==> config.mk <==
export PLATFORM = sky130hd
export DESIGN_NAME = rv_mem_stage_hs
export DESIGN_NICKNAME = d
export VERILOG_FILES = /design/src/rtl/rv_mem_stage_hs.sv
export SDC_FILE = /design/constraint.sdc
export NUM_CORES = 1
export LEC_CHECK = 0
export ABC_CLOCK_PERIOD_IN_PS = 1500
export BUFFER_PORTS_ARGS = -buffer_cell sky130_fd_sc_hd__buf_2
export CAP_MARGIN = 10
export CORE_ASPECT_RATIO = 1.75
export CORE_UTILIZATION = 43
export CTS_CLUSTER_DIAMETER = 100
export DETAILED_ROUTE_END_ITERATION = 16
export PLACE_DENSITY = 0.76
export SETUP_SLACK_MARGIN = 0.2
export SYNTH_ARGS = -nofsm -noshare
export SYNTH_HDL_FRONTEND = slang
export SYNTH_SLANG_ARGS = --single-unit
==> constraint.sdc <==
create_clock -name i_clk -period 1.5 [get_ports i_clk]
set_clock_uncertainty 0.05 [all_clocks]
set_input_delay 0.075 -clock i_clk [delete_from_list [all_inputs] [get_ports i_clk]]
set_output_delay 0.075 -clock i_clk [all_outputs]
set_load 0.05 [all_outputs]
==> src/rtl/rv_mem_stage_hs.sv <==
`timescale 1ns/1ps
`default_nettype none
// ============================================================================
// Module      : rv_mem_stage_hs
// Description : EX->MEM pipeline stage with valid/ready handshake. Registers
//               the EX results and issues one load or store on a req/ack
//               data bus. Stores get byte-lane select and lane replication.
//               Loads get lane extraction and sign/zero extension.
//               Optional feature macro: MEM_MISALIGN_TRAP_EN (misaligned
//               half/word/dword accesses skip the bus and raise o_misalign).
// Revision    : 1.0 - initial release
// ============================================================================
module rv_mem_stage_hs #(
    parameter int DATA_W = 32,
    parameter int ADDR_W = 32,
    parameter int SEL_W  = DATA_W / 8
) (
    input  logic              i_clk,
    input  logic              i_reset,
    input  logic              i_valid,
    output logic              o_ready,
    input  logic [DATA_W-1:0] i_alu_result,
    input  logic [DATA_W-1:0] i_rs2_val,
    input  logic [2:0]        i_funct3,
    input  logic              i_mem_read,
    input  logic              i_mem_write,
    input  logic              i_reg_write,
    input  logic [4:0]        i_rd,
    input  logic [1:0]        i_res_src,
    output logic              o_valid,
    input  logic              i_ready,
    output logic [DATA_W-1:0] o_alu_result,
    output logic              o_reg_write,
    output logic [4:0]        o_rd,
    output logic [1:0]        o_res_src,
    output logic [DATA_W-1:0] o_load_data,
    output logic              o_misalign,
    output logic              o_bus_req,
    output logic              o_bus_we,
    output logic [ADDR_W-1:0] o_bus_addr,
    output logic [SEL_W-1:0]  o_bus_sel,
    output logic [DATA_W-1:0] o_bus_wdata,
    input  logic              i_bus_ack,
    input  logic [DATA_W-1:0] i_bus_rdata
);

    localparam int c_OFF_W = $clog2(SEL_W);

    typedef enum logic [0:0] {
        S_IDLE = 1'b0,
        S_BUS  = 1'b1
    } state_t;

    state_t              r_state;
    state_t              w_state_nxt;

    logic                r_valid;
    logic [DATA_W-1:0]   r_alu_result;
    logic                r_reg_write;
    logic [4:0]          r_rd;
    logic [1:0]          r_res_src;
    logic [DATA_W-1:0]   r_load_data;
    logic                r_misalign;
    logic                r_bus_we;
    logic [ADDR_W-1:0]   r_bus_addr;
    logic [SEL_W-1:0]    r_bus_sel;
    logic [DATA_W-1:0]   r_bus_wdata;
    logic                r_ld_en;
    logic [1:0]          r_ld_size;
    logic [c_OFF_W-1:0]  r_ld_offset;
    logic                r_ld_uns;

    logic                w_accept;
    logic                w_is_mem;
    logic                w_trap;
    logic [1:0]          w_size;
    logic [c_OFF_W-1:0]  w_addr_lo;
    logic [c_OFF_W-1:0]  w_lsb_mask;
    logic [c_OFF_W-1:0]  w_offset;
    logic [SEL_W-1:0]    w_size_mask;
    logic [SEL_W-1:0]    w_sel;
    logic [DATA_W-1:0]   w_wdata;
    logic [DATA_W-1:0]   w_shifted;
    logic [DATA_W-1:0]   w_load_ext;

    assign o_ready  = (r_state == S_IDLE) && (!r_valid || i_ready);
    assign w_accept = i_valid && o_ready;
    assign w_is_mem = i_mem_read || i_mem_write;

    // Access size from funct3; dword only exists on a 64-bit datapath
    always_comb begin
        w_size = i_funct3[1:0];
        if (DATA_W == 32 && w_size == 2'd3) begin
            w_size = 2'd2;
        end
    end

    assign w_addr_lo   = i_alu_result[c_OFF_W-1:0];
    assign w_lsb_mask  = c_OFF_W'((32'd1 << w_size) - 32'd1);
    // Low address bits below the access size are dropped so the lane is aligned
    assign w_offset    = w_addr_lo & ~w_lsb_mask;
    assign w_size_mask = SEL_W'((32'd1 << (32'd1 << w_size)) - 32'd1);
    assign w_sel       = w_size_mask << w_offset;

`ifdef MEM_MISALIGN_TRAP_EN
    assign w_trap = w_is_mem && (|(w_addr_lo & w_lsb_mask));
`else
    assign w_trap = 1'b0;
`endif

    // Replicate store data across every lane of the access size
    always_comb begin
        w_wdata = i_rs2_val;
        case (w_size)
            2'd0:    w_wdata = {SEL_W{i_rs2_val[7:0]}};
            2'd1:    w_wdata = {(SEL_W/2){i_rs2_val[15:0]}};
            2'd2:    w_wdata = {(SEL_W/4){i_rs2_val[31:0]}};
            default: w_wdata = i_rs2_val;
        endcase
    end

    // Extract the addressed lane of the read data and extend it
    assign w_shifted = i_bus_rdata >> {r_ld_offset, 3'b000};
    always_comb begin
        w_load_ext = w_shifted;
        case (r_ld_size)
            2'd0: w_load_ext = r_ld_uns ? DATA_W'(w_shifted[7:0])
                                        : DATA_W'($signed(w_shifted[7:0]));
            2'd1: w_load_ext = r_ld_uns ? DATA_W'(w_shifted[15:0])
                                        : DATA_W'($signed(w_shifted[15:0]));
            2'd2: w_load_ext = r_ld_uns ? DATA_W'(w_shifted[31:0])
                                        : DATA_W'($signed(w_shifted[31:0]));
            default: w_load_ext = w_shifted;
        endcase
    end

    // State register
    always_ff @(posedge i_clk) begin
        if (i_reset) begin
            r_state <= S_IDLE;
        end else begin
            r_state <= w_state_nxt;
        end
    end

    // Next state: a bus op stays outstanding until ack
    always_comb begin
        w_state_nxt = r_state;
        case (r_state)
            S_IDLE:  if (w_accept && w_is_mem && !w_trap) w_state_nxt = S_BUS;
            S_BUS:   if (i_bus_ack) w_state_nxt = S_IDLE;
            default: w_state_nxt = S_IDLE;
        endcase
    end

    // Output handshake, pass-through registers and held bus request fields
    always_ff @(posedge i_clk) begin
        if (i_reset) begin
            r_valid      <= 1'b0;
            r_alu_result <= '0;
            r_reg_write  <= 1'b0;
            r_rd         <= '0;
            r_res_src    <= '0;
            r_load_data  <= '0;
            r_misalign   <= 1'b0;
            r_bus_we     <= 1'b0;
            r_bus_addr   <= '0;
            r_bus_sel    <= '0;
            r_bus_wdata  <= '0;
            r_ld_en      <= 1'b0;
            r_ld_size    <= '0;
            r_ld_offset  <= '0;
            r_ld_uns     <= 1'b0;
        end else begin
            if (r_valid && i_ready) begin
                r_valid <= 1'b0;
            end
            if (r_state == S_BUS && i_bus_ack) begin
                r_valid <= 1'b1;
                if (r_ld_en) begin
                    r_load_data <= w_load_ext;
                end
            end
            if (w_accept) begin
                r_alu_result <= i_alu_result;
                r_reg_write  <= i_reg_write && !w_trap;
                r_rd         <= i_rd;
                r_res_src    <= i_res_src;
                r_load_data  <= '0;
                r_misalign   <= w_trap;
                if (!w_is_mem || w_trap) begin
                    r_valid <= 1'b1;
                end else begin
                    r_bus_we    <= i_mem_write;
                    r_bus_addr  <= {i_alu_result[ADDR_W-1:c_OFF_W], {c_OFF_W{1'b0}}};
                    r_bus_sel   <= w_sel;
                    r_bus_wdata <= w_wdata;
                    r_ld_en     <= !i_mem_write;
                    r_ld_size   <= w_size;
                    r_ld_offset <= w_offset;
                    r_ld_uns    <= i_funct3[2];
                end
            end
        end
    end

    assign o_valid      = r_valid;
    assign o_alu_result = r_alu_result;
    assign o_reg_write  = r_reg_write;
    assign o_rd         = r_rd;
    assign o_res_src    = r_res_src;
    assign o_load_data  = r_load_data;
    assign o_misalign   = r_misalign;
    assign o_bus_req    = (r_state == S_BUS);
    assign o_bus_we     = r_bus_we;
    assign o_bus_addr   = r_bus_addr;
    assign o_bus_sel    = r_bus_sel;
    assign o_bus_wdata  = r_bus_wdata;

endmodule
`default_nettype wire

==> flow_metrics.py <==
metrics = {
    "run_status": {
        "status": "finished with violations",
        "violations": "setup timing",
    },
    "drt": {
        "antenna_left": 0,
        "vias": 8325,
        "drtIter0Drc": 750,
        "finalWirelength_um": 36300,
        "vias_per_cell": 6.39,
        "wl_per_cell_um": 27.9,
        "drt_pass1_iterations": 5,
        "drc": 0,
    },
    "power_and_ir_drop": {
        "p_leak_nw": 5.53,
        "switchingPower_w": 0.00481,
        "p_seq_share_pct": 34.4,
        "peakVddDrop_uv": 860,
        "intPower_w": 0.00781,
        "swShare_pct": 38.1,
        "combPwrFrac_pct": 30.6,
        "power_w": 0.0126,
        "power.share.clock_pct": 35.0,
        "p_per_area_mw_per_mm2": 1060,
    },
    "floorplan": {
        "start_util_pct": 44.1,
        "rows": 57,
        "ios": 259,
        "die_y_um": 160,
        "fp.dieW_um": 92.0,
        "core_area_sq_mm": 0.0138,
        "die_area_sq_mm": 0.0147,
    },
    "critical_path": {
        "reg2reg_setup_slack_ns": -0.18,
        "arrival_ns": 1.95,
        "path_max_fanout": 14,
        "worstSetupStartpointType": "flip-flop",
        "critPathKind": "reg -> reg",
        "worstPathRequired_ns": 1.77,
        "endpoint_kind": "flip-flop",
    },
    "global_route": {
        "grt_pass1_vias": 7392,
        "gr-usage-met2_pct": 61.7,
        "grt.busiest_layer": "met2",
        "grt_max_degree": 68,
        "antenna_found_initial": 0,
        "grt_use_met1_pct": 35.0,
        "grtUsageTotal_pct": 34.6,
        "grt_use_met3_pct": 7.78,
        "grt-ovfl-total": 0,
        "grt_pass1_wl_um": 39400,
    },
    "cells_and_area": {
        "diodes": 0,
        "fin_util_pct": 85.9,
        "fillers": 586,
        "multi_input_area_sq_mm": 0.00445,
        "final_cell_mix": "buf_2 (252), dfxtp_1 (143), nand2_4 (112)",
        "fin_area_sq_mm": 0.0119,
        "layout_commonest_cell": "buf_2",
        "nets": 1226,
        "regArea_sq_mm": 0.00296,
        "area_growth_pct": 94.8,
        "final_layout_size_suffix_gt1_share_pct": 59.1,
    },
    "yosys": {
        "avgSynthCellArea_sq_um": 8.42,
        "synth-main-ff-cell": "dfxtp_1",
        "postSynthCellCount": 724,
        "yosys_warnings": 0,
        "yosysTopAreaCellShare_pct": 48.3,
        "synth_seq_cells": 147,
        "synth_area_sq_mm": 0.00610,
        "synth_edf_count": 0,
        "seq_area_frac_synth_pct": 48.3,
        "synth_area_leaders": "dfxtp_1 (48%), nand2_1 (13%), a21oi_1 (8.5%)",
        "synthArstFlopShare_pct": 0,
        "synthDistinctLibCells": 42,
        "yosysTopAreaCell": "dfxtp_1",
    },
    "clock_tree": {
        "path_clk_slew_ns": 0.07,
        "cts_buffers": 17,
        "clockBufferDepth": 2,
        "clkSinkCount": 147,
        "tritoncts": "yes",
        "htreeDepth": 4,
        "root_buffer": "clkbuf_16",
        "clk_latency_ns": 0.43,
    },
    "sta": {
        "max-slew-margin-rel_pct": 63.7,
        "finalHoldViolCount": 0,
        "fin_crit_ns": 1.68,
        "tightest_slew_ns": 0.545,
        "whs_ns": 0.0204,
        "fmax_mhz": 595,
        "setup_viol_count_final": 62,
        "fin_ws_ns": -0.180,
        "tns_ns": -3.53,
        "rsz0062_at_grt": "yes",
        "drv_slew": 0,
        "finalCritPeriodShare_pct": 112,
    },
    "job": {
        "drv_cap": 0,
    },
    "hold_path": {
        "hold_path.class": "in -> reg",
    },
    "placed_design": {
        "hpwlAfterDp_um": 13900,
        "place_area_sq_mm": 0.00769,
        "place.gp.congestion": 0.912,
        "port_buffers": 255,
    },
}
==> power by group through the flow <==
stage / registers, W / logic, W / clock network [W]
after CTS: 0.00425 / 0.00289 / 0.00424
after global placement: 0.00431 / 0.00209 / 0
after floorplan: 0.00506 / 0.000733 / 0
final: 0.00434 / 0.00386 / 0.00442
after global routing: 0.00435 / 0.00390 / 0.00457
after detailed placement: 0.00432 / 0.00211 / 0
==> final timing paths <==
| path | to | start | depth (start not counted) |
|---|---|---|---|
| worst max register to register | o_load_data[12]$_SDFFE_PP0P_ | r_ld_offset[0]$_SDFFE_PP0P_ | 5 |
| worst min register to register | o_load_data[4]$_SDFFE_PP0P_ | o_load_data[4]$_SDFFE_PP0P_ | 2 |
| worst min-delay path | o_load_data[24]$_SDFFE_PP0P_ | i_bus_rdata[24] | 3 |
| worst max-delay path | o_load_data[12]$_SDFFE_PP0P_ | r_ld_offset[0]$_SDFFE_PP0P_ | 5 |
==> synthesized netlist by cell type, types with 3 or more instances <==
cell / count
o221a_1: 16
buf_4: 3
o21ai_0: 10
and2_1: 8
dfxtp_1: 147
nor2b_1: 5
a22oi_1: 7
nand2b_1: 4
nand3_1: 6
mux2_1: 11
clkbuf_1: 38
o211a_1: 7
a211oi_1: 10
mux2_2: 4
o21ai_1: 7
a311oi_1: 10
o211ai_1: 15
inv_1: 3
nor2_1: 35
a21oi_1: 104
mux2i_1: 25
nand2_1: 210
buf_2: 15
buf_6: 4
==> layout make-up <==
| cell class | instances | share of cell area [%] |
|---|---|---|
| inverter | 4 | 0.147 |
| timing repair buffer | 428 | 30.8 |
| tap | 177 | 1.86 |
| sequential | 147 | 24.9 |
| multi-input combinational | 514 | 37.4 |
| clock inverter | 15 | 1.31 |
| clock buffer | 17 | 3.58 |
==> worst max-delay path: stages (launching register included) <==
cell     delay [ns]
dfxtp_4        0.38
buf_4          0.25
mux2_2         0.38
a22oi_1        0.30
o21ai_1        0.10
o211a_1        0.12
==> state kept, by name, summed over array words and instances, names as in the netlist <==
signal	cells
r_ld_uns	1
r_ld_offset	2
o_res_src	2
o_bus_req	1
o_rd	5
o_bus_wdata	32
r_ld_en	1
o_reg_write	1
o_bus_we	1
o_bus_addr	30
r_ld_size	2
o_bus_sel	4
o_load_data	32
o_valid	1
o_alu_result	32
==> routing by layer <==
| metal | share of wire (%) | up-vias | wire length (um) |
|---|---|---|---|
| met4 | 12 | 0 | 4420 |
| met1 | 31 | 3885 | 11200 |
| met5 | 0 | - | 0 |
| met2 | 47 | 800 | 17000 |
| li1 | - | 3289 | - |
| met3 | 10 | 351 | 3680 |
==> stage by stage <==
| stage | setup WS (ns) | cells |
|---|---|---|
| 6_report | -0.180 | 1302 |
| 5_1_grt | -0.199 | 1302 |
| 4_1_cts | -0.0994 | 1267 |
| 3_5_place_dp | -0.239 | 1128 |
| 3_3_place_gp | -0.173 | 1128 |
| 2_1_floorplan | -0.0796 | 726 |
==> repair_timing <==
action / in CTS / in global routing
endpoints found under the setup margin: 64 / 148
gates cloned: 13 / 19
resized for setup: 231 / 224
endpoints found under the hold margin: 110 / 0
pin swaps: 165 / 148
buffers inserted: 19 / 16
hold buffers: 75 / 0
==> kinds of logic (layout without fill, tap and decap cells) <==
family,count (synthesis),after routing,synth area share (%)
compound gates,193,193,21.1
simple gates,276,277,18.3
mux,41,41,7.24
buf+inv,66,464,5.05
flops,147,147,48.3
other cells,1,3,0.0615
Power figures use the tool's default switching activity.
